$ cat src/rtl/pipe_skid_reg.sv
// Pipeline stage register with valid/ready handshake and a one-entry skid buffer.
// All outputs decode from registered state, so out_ready never reaches in_ready combinationally.
module pipe_skid_reg #(
    parameter int               WIDTH       = 32,
    parameter logic [WIDTH-1:0] RESET_VALUE = '0,
    parameter int               CNT_W       = 16
) (
    input  logic             clk,
    input  logic             rst,
    input  logic             in_valid,
    output logic             in_ready,
    input  logic [WIDTH-1:0] data_in,
    input  logic             flush,
    output logic             out_valid,
    input  logic             out_ready,
    output logic [WIDTH-1:0] data_out,
    output logic [1:0]       occupancy,
    output logic [CNT_W-1:0] xfer_count
);

    // Encodings equal the number of held entries, so occupancy is the state itself.
    typedef enum logic [1:0] {
        EMPTY = 2'd0,
        BUSY  = 2'd1,
        FULL  = 2'd2
    } state_t;

    state_t           state, state_next;
    logic [WIDTH-1:0] main_q, main_next;
    logic [WIDTH-1:0] skid_q, skid_next;
    logic [CNT_W-1:0] cnt_q;
    logic             in_xfer, out_xfer;

    assign in_ready   = (state != FULL);
    assign out_valid  = (state != EMPTY);
    assign occupancy  = state;
    assign data_out   = main_q;
    assign xfer_count = cnt_q;

    assign in_xfer  = in_valid && in_ready;
    assign out_xfer = out_valid && out_ready;

    always_comb begin
        // NOTE: every signal gets a default first so no path leaves it unassigned (no latch).
        state_next = state;
        main_next  = main_q;
        skid_next  = skid_q;
        if (flush) begin
            state_next = EMPTY;
            main_next  = RESET_VALUE;
            skid_next  = RESET_VALUE;
        end else begin
            unique case (state)
                EMPTY: begin
                    if (in_xfer) begin
                        main_next  = data_in;
                        state_next = BUSY;
                    end
                end
                BUSY: begin
                    if (in_xfer && out_xfer) begin
                        main_next = data_in;
                    end else if (in_xfer) begin
                        skid_next  = data_in;
                        state_next = FULL;
                    end else if (out_xfer) begin
                        state_next = EMPTY;
                    end
                end
                FULL: begin
                    // Younger skid entry moves up; in_ready is low so nothing new arrives.
                    if (out_xfer) begin
                        main_next  = skid_q;
                        state_next = BUSY;
                    end
                end
                default: begin
                    state_next = EMPTY;
                end
            endcase
        end
    end

    // NOTE: sequential state uses non-blocking assignments so all flops update together.
    always_ff @(posedge clk or posedge rst) begin
        if (rst) begin
            state  <= EMPTY;
            main_q <= RESET_VALUE;
            skid_q <= RESET_VALUE;
            cnt_q  <= '0;
        end else begin
            state  <= state_next;
            main_q <= main_next;
            skid_q <= skid_next;
            // A transfer completing on a flush edge was consumed downstream, so it counts.
            if (out_xfer) begin
                cnt_q <= cnt_q + CNT_W'(1);
            end
        end
    end

endmodule
$ cat config.mk
export PLATFORM = sky130hd
export DESIGN_NAME = pipe_skid_reg
export DESIGN_NICKNAME = d
export VERILOG_FILES = /design/src/rtl/pipe_skid_reg.sv
export SDC_FILE = /design/constraint.sdc
export NUM_CORES = 1
export LEC_CHECK = 0
export ABC_AREA = 0
export ABC_CLOCK_PERIOD_IN_PS = 4700
export CORE_MARGIN = 1
export CORE_UTILIZATION = 50
export DETAILED_ROUTE_END_ITERATION = 10
export GPL_TIMING_DRIVEN = 0
export PLACE_DENSITY = 0.86
export SYNTH_ARGS = -nofsm -noshare
export SYNTH_HDL_FRONTEND = slang
export SYNTH_SLANG_ARGS = --single-unit
$ cat constraint.sdc
create_clock -name clk -period 4.7 [get_ports clk]
set_input_delay 0.47 -clock clk [delete_from_list [all_inputs] [get_ports clk]]
set_output_delay 0.47 -clock clk [all_outputs]
set_load 0.03 [all_outputs]
==> impl_results.md, run 1 <==
* Top-count cell post-synth: nand2_1
* Highest Clock Rate at 361 MHz
* Synth-to-layout area growth at 34.2%
* Pre-CTS WS at about 2300 ps
* First-pass GRT wire length at about 14 mm
* Avg Inst Size Synth at 10.3 sq um
* Startpoint Class: flip-flop
* Setup Viol. Count Final at 0
* Synth cell types at 30
* Async S/R FF share, synth at 100%
* Worst EP arrival at about 2300 ps
* Wire length per cell at 15.4 um
* Ys Warns at 0
* Largest net degree at the start of global routing at 58
* CP Capture Type: primary output
* Hold Startpoint: out_ready
* Final min period at 2770 ps
* Actual slew at the worst max-slew pin at between 600 and 700 ps
* CP required at 4230 ps
* Total gr overflow at 0
* Register area share after synthesis at 55.5%
* Top cell type's share of synthesized area at 55.5%
* Setup TNS at 0 ps
* Critical path type: flip-flop to primary output
* Postcts setup bufs at 0
* Final setup margin at 1930 ps
* GP Congestion at 0.775
* Hold WC Path Type: primary input to flip-flop
* Crit. Startpoint: occupancy[0]
* Max IR drop VDD at 197 uV
* Total power at 0.00180 W
* Hold EP: occupancy[1]
* Syn Inst Count at roughly 360
* Port Buffers at 87
* Setup slack, reg-to-reg at 2740 ps
* Slew Limit Fails at 0
* Cts repair resizes at 0
* Syn nets at 397
* Fin crit share at 58.9%
* GRT Total Usage at between 20% and 30%
* Vias in the first global route at 2991
* Initial DRT Pass Iterations at 4
* R2R cell count at 6
* CTS tree: yes
* Avg Vias per Cell at between 5 and 6
* Pwr dens at 362 mW/mm^2
* DP HPWL at 6.20 mm
* RSZ-0062 raised after global routing: false
* Initial cell density of the core at 53.0%
* Die ar. at 0.00775 sq mm
* CTS Sinks at 82
* Max FO, Critical Path at 10
* Dominant synthesized flop cell: dfrtp_1
* Layout cells sized above 1 at 7.78%
* H-tree depth at 3
* Commonest cells in the netlist: 107 x nand2_1, 82 x dfrtp_1, 34 x a21oi_1, 32 x mux2i_1, 32 x o31ai_1
* Seq cells post-synth at 82
* Die width at 88.0 um
* Deepest clock path buffer count at 2
* Die H at 88.0 um
* Antenna violations before repair at 0
* Main area contributors after synthesis: dfrtp_1 55%, nand2_1 11%, mux2i_1 8.7%
* N_diodes at 0
* Max Cap Viol at 0
* Routed vias at 2989
* Cts bufs inserted at 9
* Post-synthesis cell area at around 0.0037 sq mm
* Core Area at approximately 0.007 sq mm
* ANT nets after route at 0
* Leak pwr at between 2 and 2.5 nW
* Worst r2r src: occupancy[1]
* # IOs at 89
* Worst skew pair latency at around 350 ps
* Post-synth EDFFs at 0
* Final hold vios at 0
* Num rows at 30
* Remaining DRCs at 0
* Reg clk slew, reported paths at 80 ps
* Status: finished clean
* Rel. slew slack at 57.0%
* Nets at 496
* Worst Skew at 9.03 ps
* Yosys top cell by area: dfrtp_1
* Hold path cells at 2
* Clock Root Buffer: clkbuf_8
* DR iter-0 viols at 157
* Wirelength, routed at 8.58 mm
* # hold bufs at CTS at 0
* FF-to-FF End: data_out[16]
per-layer routing:
layer / vias up / share of wire [%] / global-route usage [%]
met2: 90 / 51 / 41.2
met5: - / 0 / 0
met3: 18 / 4.3 / 4.05
li1: 1429 / - / -
met4: 0 / 2.4 / 10.4
met1: 1452 / 42 / 30.0
kinds of logic (layout without fill, tap and decap cells):
family,count (synthesis),in the layout,share of synthesized area (%)
AND/OR/NAND/NOR,131,131,14.8
flip-flops,82,82,55.5
AO/OA/AOI/OAI,70,70,12.3
multiplexers,33,33,9.06
buffers and inverters,27,131,4.40
XOR/XNOR,15,15,3.55
adder cells (fa/ha/maj),1,1,0.338
power breakdown:
| part | leakage, nW | switching, W | internal, W |
|---|---|---|---|
| Clock | 0.121 | 0.000250 | 0.000369 |
| Combinational | 1.05 | 0.000210 | 0.000162 |
| Sequential | 1.10 | 0.0000512 | 0.000757 |
| Total | 2.27 | 0.000511 | 0.00129 |
worst max-delay path by stage:
stage                             end  cells after the start  slack, ps
final                        in_ready                      4       1930
after floorplan           data_out[0]                      1       2120
after global routing         in_ready                      4       1860
after detailed placement     in_ready                      4       2340
after global placement     skid_q[11]                      2        910
after CTS                    in_ready                      4       1940
area by class of cell:
type	count	area [sq um]
Sequential cell	82	2050
Fill cell	531	2020
Multi-Input combinational cell	250	1490
Timing Repair Buffer	88	898
Buffer	24	151
Clock buffer	12	145
Tap cell	96	120
Clock inverter	4	98.8
Inverter	3	13.8
placed cells by master, fill, tap and decap left out, drive strengths merged, types with 2 or more instances in the layout:
cell type      netlist  final
xor2                 2      2
nor2                 4      4
bufinv               0      3
nand4                5      5
and4                 2      2
clkbuf               9     21
dfrtp               82     82
nand2              108    108
xnor2               13     13
o31ai               32     32
inv                  3      3
mux2i               32     32
nand3                5      5
buf                 15     16
a21oi               34     34
clkdlybuf4s50        0     87
state kept, by name, summed over array words and instances, names as in the netlist:
name        cells
data_out       32
xfer_count     16
skid_q         32
occupancy       2
stage by stage:
stage          util [%]  cell area [sq um]  hold WS, ps  std cells
3_3_place_gp       67.2               4690          461        542
3_5_place_dp       67.6               4720          462        543
5_1_grt            71.1               4960          450        559
6_report           71.1               4960          435        559
2_1_floorplan         -               3700          501        359
4_1_cts            71.1               4960          436        559
critical path, cell delays in order, from the launching register on:
cell and delay [ps]:
dfrtp_1 480, inv_1 170, nand2_2 210, buf_2 340, clkdlybuf4s50_1 730
Power figures use the tool's default switching activity.
==> run 2: changes to the inputs <==
Settings changed: ABC_CLOCK_PERIOD_IN_PS 4700 to 2300, CORE_UTILIZATION 50 to 45, PLACE_DENSITY 0.86 to 0.82.
Clock period 4.7 ns to 2.3 ns, I/O delays scaled along.
==> impl_results.md, run 2 (synthesized netlist as in run 1, its figures left out) <==
* Deepest clock path buffer count at 2 (unchanged)
* RSZ-0062 raised after global routing: false
* H-tree depth at 3 (unchanged)
* Worst EP arrival at 1940 ps (-360 ps)
* Fin crit share at 94.2%
* Startpoint Class: flip-flop
* Remaining DRCs at 0 (unchanged)
* Wirelength, routed at 8.54 mm (-0.47%)
* # hold bufs at CTS at 0 (unchanged)
* Port Buffers at 87 (unchanged)
* DR iter-0 viols at 95 (-39%)
* Setup slack, reg-to-reg at 400 ps (-2340 ps)
* DP HPWL at 6.28 mm (+1.3%)
* Clock share of power at 27.7% (-6.7 points)
* Total gr overflow at 0 (unchanged)
* CP Capture Type: primary output
* Setup TNS at 0 ps (unchanged)
* Antenna violations before repair at 0 (unchanged)
* Worst skew pair latency at 350 ps (about the same)
* Postcts setup bufs at 0 (unchanged)
* Clock Root Buffer: clkbuf_8
* Cts repair resizes at 1 (+1)
* Slew Limit Fails at 0 (unchanged)
* GRT Total Usage at 21.1% (-2.9 points)
* Number of fill cells in the layout at 667 (+26%)
* Final min period at 2170 ps
* CTS Sinks at 82 (unchanged)
* Die H at 92.7 um (+5.3%)
* Internal at 0.00229 W (+78%)
* First-pass GRT wire length at 13.9 mm (-0.40%)
* Switching Power at 0.00105 W (+100%)
* Power share of the combinational group at 22.7% (+2.0 points)
* Reg clk slew, reported paths at 80 ps (about the same)
* Vias in the first global route at 2909 (-2.7%)
* Num rows at 32 (+6.7%)
* Core Area at 0.00785 sq mm (+12%)
* Layout cells sized above 1 at 8.41% (+0.63 points)
* Final core occ at 62.6% (-8.5 points)
* ANT nets after route at 0 (unchanged)
* Hold Slack at 169 ps (-266 ps)
* Max Cap Viol at 0 (unchanged)
* # IOs at 89 (unchanged)
* Max FO, Critical Path at 10 (unchanged)
* CP required at 2070 ps (-2160 ps)
* Final Instance Area at 0.00491 sq mm (-1.1%)
* Critical path type: flip-flop to primary output
* Hold WC Path Type: primary input to flip-flop
* Part of the power in registers at 49.6% (+4.7 points)
* Highest Clock Rate at 462 MHz
* Die ar. at 0.00859 sq mm (+11%)
* Most frequent cells in the layout: 107 x nand2_1, 86 x clkdlybuf4s50_1, 82 x dfrtp_1
* Worst Skew at 7.53 ps (-1.50 ps)
* Die width at 92.7 um (+5.3%)
* Total power at 0.00334 W (+85%)
* Max IR drop VDD at 250 uV (+27%)
* Actual slew at the worst max-slew pin at 631 ps (-14.1 ps)
* Routed vias at 2987 (-0.067%)
* Avg Vias per Cell at 5.28 (-1.3%)
* Commonest non-fill, non-tap cell in the layout: nand2_1
* Final hold vios at 0 (unchanged)
* Placed Area at 0.00474 sq mm (+0.45%)
* Nets at 497 (+0.20%)
* N_diodes at 0 (unchanged)
* Initial DRT Pass Iterations at 4 (unchanged)
* Sw frac at 31.3% (+2.9 points)
* Initial cell density of the core at 47.1% (-5.8 points)
* Status: finished clean
* Leak pwr at 2.24 nW (-1.3%)
* GP Congestion at 0.798 (+2.9%)
* Synth-to-layout area growth at 32.7%
* Setup Viol. Count Final at 0 (unchanged)
* Wire length per cell at 15.1 um (-1.7%)
* CTS tree: yes
* Cts bufs inserted at 9 (unchanged)
* Pwr dens at 679 mW/mm^2 (+87%)
* Rel. slew slack at 58.0% (+0.94 points)
* Largest net degree at the start of global routing at 36 (-38%)
## run 2: cell types whose count changed in the layout (fill, tap and decap cells not counted)
cell	delta
bufinv_16	-3
clkinv_2	+5
inv_4	-1
buf_12	+2
dlygate4sd2_1	+1
buf_16	-1
clkdlybuf4s50_1	-1
clkinvlp_4	+2
clkbuf_1	-2
clkinv_4	-1
## run 2: power groups by stage
| stage | clock, W | sequential (W) | combinational (W) |
|---|---|---|---|
| after CTS | 0.000933 | 0.00165 | 0.000764 |
| after global placement | 0 | 0.00167 | 0.000736 |
| after floorplan | 0 | 0.00184 | 0.000245 |
| final | 0.000925 | 0.00165 | 0.000756 |
| after detailed placement | 0 | 0.00168 | 0.000763 |
| after global routing | 0.00100 | 0.00167 | 0.000812 |
## run 2: path summary, 6_finish.rpt
check | from | endpoint | cells after the start
setup / recovery | occupancy[0] | in_ready | 4
hold / removal | out_ready | occupancy[1] | 2
setup reg to reg | occupancy[1] | data_out[16] | 6
hold reg to reg | data_out[27] | data_out[27] | 2
max in group asynchronous | rst | data_out[8] | 3
min in group asynchronous | rst | data_out[29] | 2
## run 2: stage by stage
step / setup slack [ps] / instances
after floorplan: 436 / 359
after global placement: 216 / 548
after detailed placement: 181 / 550
after CTS: 76.4 / 566
after global routing: 14.7 / 566
final: 134 / 566
## run 2: metal layers
layer	global-route usage, %	routed length, um	up-vias
li1	-	-	1433
met1	27.2	3720	1445
met2	34.4	4190	92
met3	5.34	450	17
met4	7.69	186	0
met5	0	0	-
## run 2: layout make-up
| class | count | area (sq um) | share of cell area (%) |
|---|---|---|---|
| Buffer | 24 | 151 | 3.08 |
| Clock buffer | 10 | 138 | 2.80 |
| Clock inverter | 6 | 32.5 | 0.662 |
| Inverter | 3 | 15.0 | 0.306 |
| Multi-Input combinational cell | 250 | 1490 | 30.2 |
| Sequential cell | 82 | 2050 | 41.8 |
| Tap cell | 102 | 128 | 2.60 |
| Timing Repair Buffer | 89 | 910 | 18.5 |
## run 2: worst max-delay path, stage by stage, from the launching register on
cell	delay, ps
dfrtp_1	470
inv_1	160
nand2_2	200
buf_2	320
dlygate4sd2_1	440
==> run 3: changes to the inputs <==
==> constraint.sdc (replaced) <==
create_clock -name clk -period 2.3 [get_ports clk]
set_input_delay 0.23 -clock clk [delete_from_list [all_inputs] [get_ports clk]]
set_output_delay 0.23 -clock clk [all_outputs]
set_load 0.02 [all_outputs]
==> impl_results.md, run 3 (synthesized netlist as in run 1, its figures left out) <==
* Hold path cells at 2 (unchanged)
* Sw frac at 29.8% (-1.6 points)
* CTS tree: yes
* Nets at 497 (unchanged)
* Highest Clock Rate at 522 MHz (+13%)
* Wirelength, routed at 8.55 mm (about the same)
* Synth-to-layout area growth at 32.9%
* Die H at 92.7 um (unchanged)
* Worst Skew at 7.50 ps (-0.0314 ps)
* Switching Power at 0.000972 W (-7.0%)
* Most frequent cells in the layout: 107 x nand2_1, 86 x clkdlybuf4s50_1, 81 x dfrtp_1
* Clock share of power at 28.3% (+0.6 points)
* # IOs at 89 (unchanged)
* CP cell instances: buf_6 -> or2_2 -> clkdlybuf4s50_1
* CP Capture Type: primary output
* Cell with the largest stage delay on the worst path: clkdlybuf4s50_1
* Power share of the combinational group at 21.0% (-1.7 points)
* CTS Sinks at 82 (unchanged)
* Fin crit share at 83.2% (-11 points)
* Max Cap Viol at 0 (unchanged)
* Max incr delay on CP at 540 ps (+70 ps)
* Total gr overflow at 0 (unchanged)
* CP required at 2070 ps (about the same)
* Rel. slew slack at 58.3% (+0.29 points)
* N_diodes at 0 (unchanged)
* Port Buffers at 87 (unchanged)
* DP HPWL at 6.28 mm (unchanged)
* Pwr dens at 663 mW/mm^2 (-2.3%)
* Cts bufs inserted at 9 (unchanged)
* Setup Viol. Count Final at 0 (unchanged)
* R2R cell count at 6 (unchanged)
* Vias in the first global route at 2909 (unchanged)
* First-pass GRT wire length at 13.9 mm (about the same)
* Initial DRT Pass Iterations at 4 (unchanged)
* # placed instances at 550 (unchanged)
* Deepest clock path buffer count at 2 (unchanged)
* Core Area at 0.00785 sq mm (unchanged)
* Wire length per cell at 15.1 um (about the same)
* Max IR drop VDD at 237 uV (-5.0%)
* Antenna violations before repair at 0 (unchanged)
* Remaining DRCs at 0 (unchanged)
* Max FO, Critical Path at 7 (-3)
* Slew Limit Fails at 0 (unchanged)
* RSZ-0062 raised after global routing: false
* Die width at 92.7 um (unchanged)
* Number of fill cells in the layout at 667 (unchanged)
* Num rows at 32 (unchanged)
* Hold Slack at 167 ps (-2.38 ps)
* Actual slew at the worst max-slew pin at 626 ps (-4.37 ps)
* Avg Vias per Cell at 5.28 (unchanged)
* Die ar. at 0.00859 sq mm (unchanged)
* Initial cell density of the core at 47.1% (unchanged)
* Reg clk slew, reported paths at 80 ps (about the same)
* Hold WC Path Type: primary input to flip-flop
* Status: finished clean
* Worst EP arrival at 1680 ps (-260 ps)
* Routed vias at 2987 (unchanged)
* DR iter-0 viols at 114 (+20%)
* GP Congestion at 0.798 (unchanged)
* Startpoint Class: flip-flop
* Internal at 0.00229 W (about the same)
* Setup TNS at 0 ps (unchanged)
* Post-Layout Cell Count at 566 (unchanged)
* Clock Root Buffer: clkbuf_8
* Part of the power in registers at 50.7% (+1.1 points)
* Layout cells sized above 1 at 8.62% (+0.22 points)
* Worst skew pair latency at 350 ps (about the same)
* Final min period at 1910 ps (-252 ps)
* GRT Total Usage at 21.1% (about the same)
* Leak pwr at 2.24 nW (+0.11%)
* Final hold vios at 0 (unchanged)
* Pre-CTS WS at 217 ps (+35.5 ps)
* ANT nets after route at 0 (unchanged)
* # hold bufs at CTS at 0 (unchanged)
* Final setup margin at 386 ps (+252 ps)
* Commonest non-fill, non-tap cell in the layout: nand2_1
* Largest net degree at the start of global routing at 36 (unchanged)
* H-tree depth at 3 (unchanged)
* Critical path type: flip-flop to primary output
run 3: final timing paths:
check / startpoint / endpoint / slack (ps)
max: occupancy[1] / out_valid / 390
min: out_ready / occupancy[1] / 170
max reg2reg: occupancy[1] / data_out[16] / 400
min reg2reg: data_out[27] / data_out[27] / 490
max in group asynchronous: rst / occupancy[0] / 1500
min in group asynchronous: rst / skid_q[13] / 260
run 3: power by group through the flow:
stage | Combinational [W] | Clock [W] | Sequential, W
final | 0.000684 | 0.000925 | 0.00165
after global routing | 0.000740 | 0.00100 | 0.00167
after CTS | 0.000692 | 0.000933 | 0.00166
after detailed placement | 0.000691 | 0 | 0.00168
after global placement | 0.000663 | 0 | 0.00167
after floorplan | 0.000243 | 0 | 0.00177
run 3: metrics by stage:
| step | area, sq um | total power [W] | utilization, % |
|---|---|---|---|
| 3_3_place_gp | 4700 | 0.00234 | 59.9 |
| 5_1_grt | 4920 | 0.00341 | 62.7 |
| 4_1_cts | 4920 | 0.00328 | 62.6 |
| 6_report | 4920 | 0.00326 | 62.7 |
| 3_5_place_dp | 4740 | 0.00237 | 60.4 |
| 2_1_floorplan | 3700 | 0.00201 | - |
run 3: timing repair:
| action | 4_1_cts | 5_1_grt |
|---|---|---|
| setup endpoints to repair | 1 | 1 |
| gates resized for setup | 2 | 1 |
| pin swaps | 0 | 0 |
| buffers inserted | 0 | 0 |
run 3: routing by layer:
metal  track usage, %  vias to the layer above  wire length [um]
li1                 -                     1430                 -
met1             27.2                     1446              3720
met2             34.3                       93              4190
met3             5.34                       18               447
met4             7.69                        0               188
met5                0                        -                 0
run 3: worst max-delay path, delay by kind of cell (launching register included):
family	cells	cell delay [ps]
buffers and inverters	2	680
flip-flops	1	390
AND/OR/NAND/NOR	1	270
run 3: area by class of cell:
type	instances	area, sq um	share of cell area [%]
plain buffers	24	154	3.13
clock buffers	10	138	2.80
clock inverters	6	32.5	0.661
inverters	3	15.0	0.305
multi-input cells	250	1490	30.2
flip-flops and latches	82	2050	41.7
well taps	102	128	2.59
repair buffers	89	913	18.6
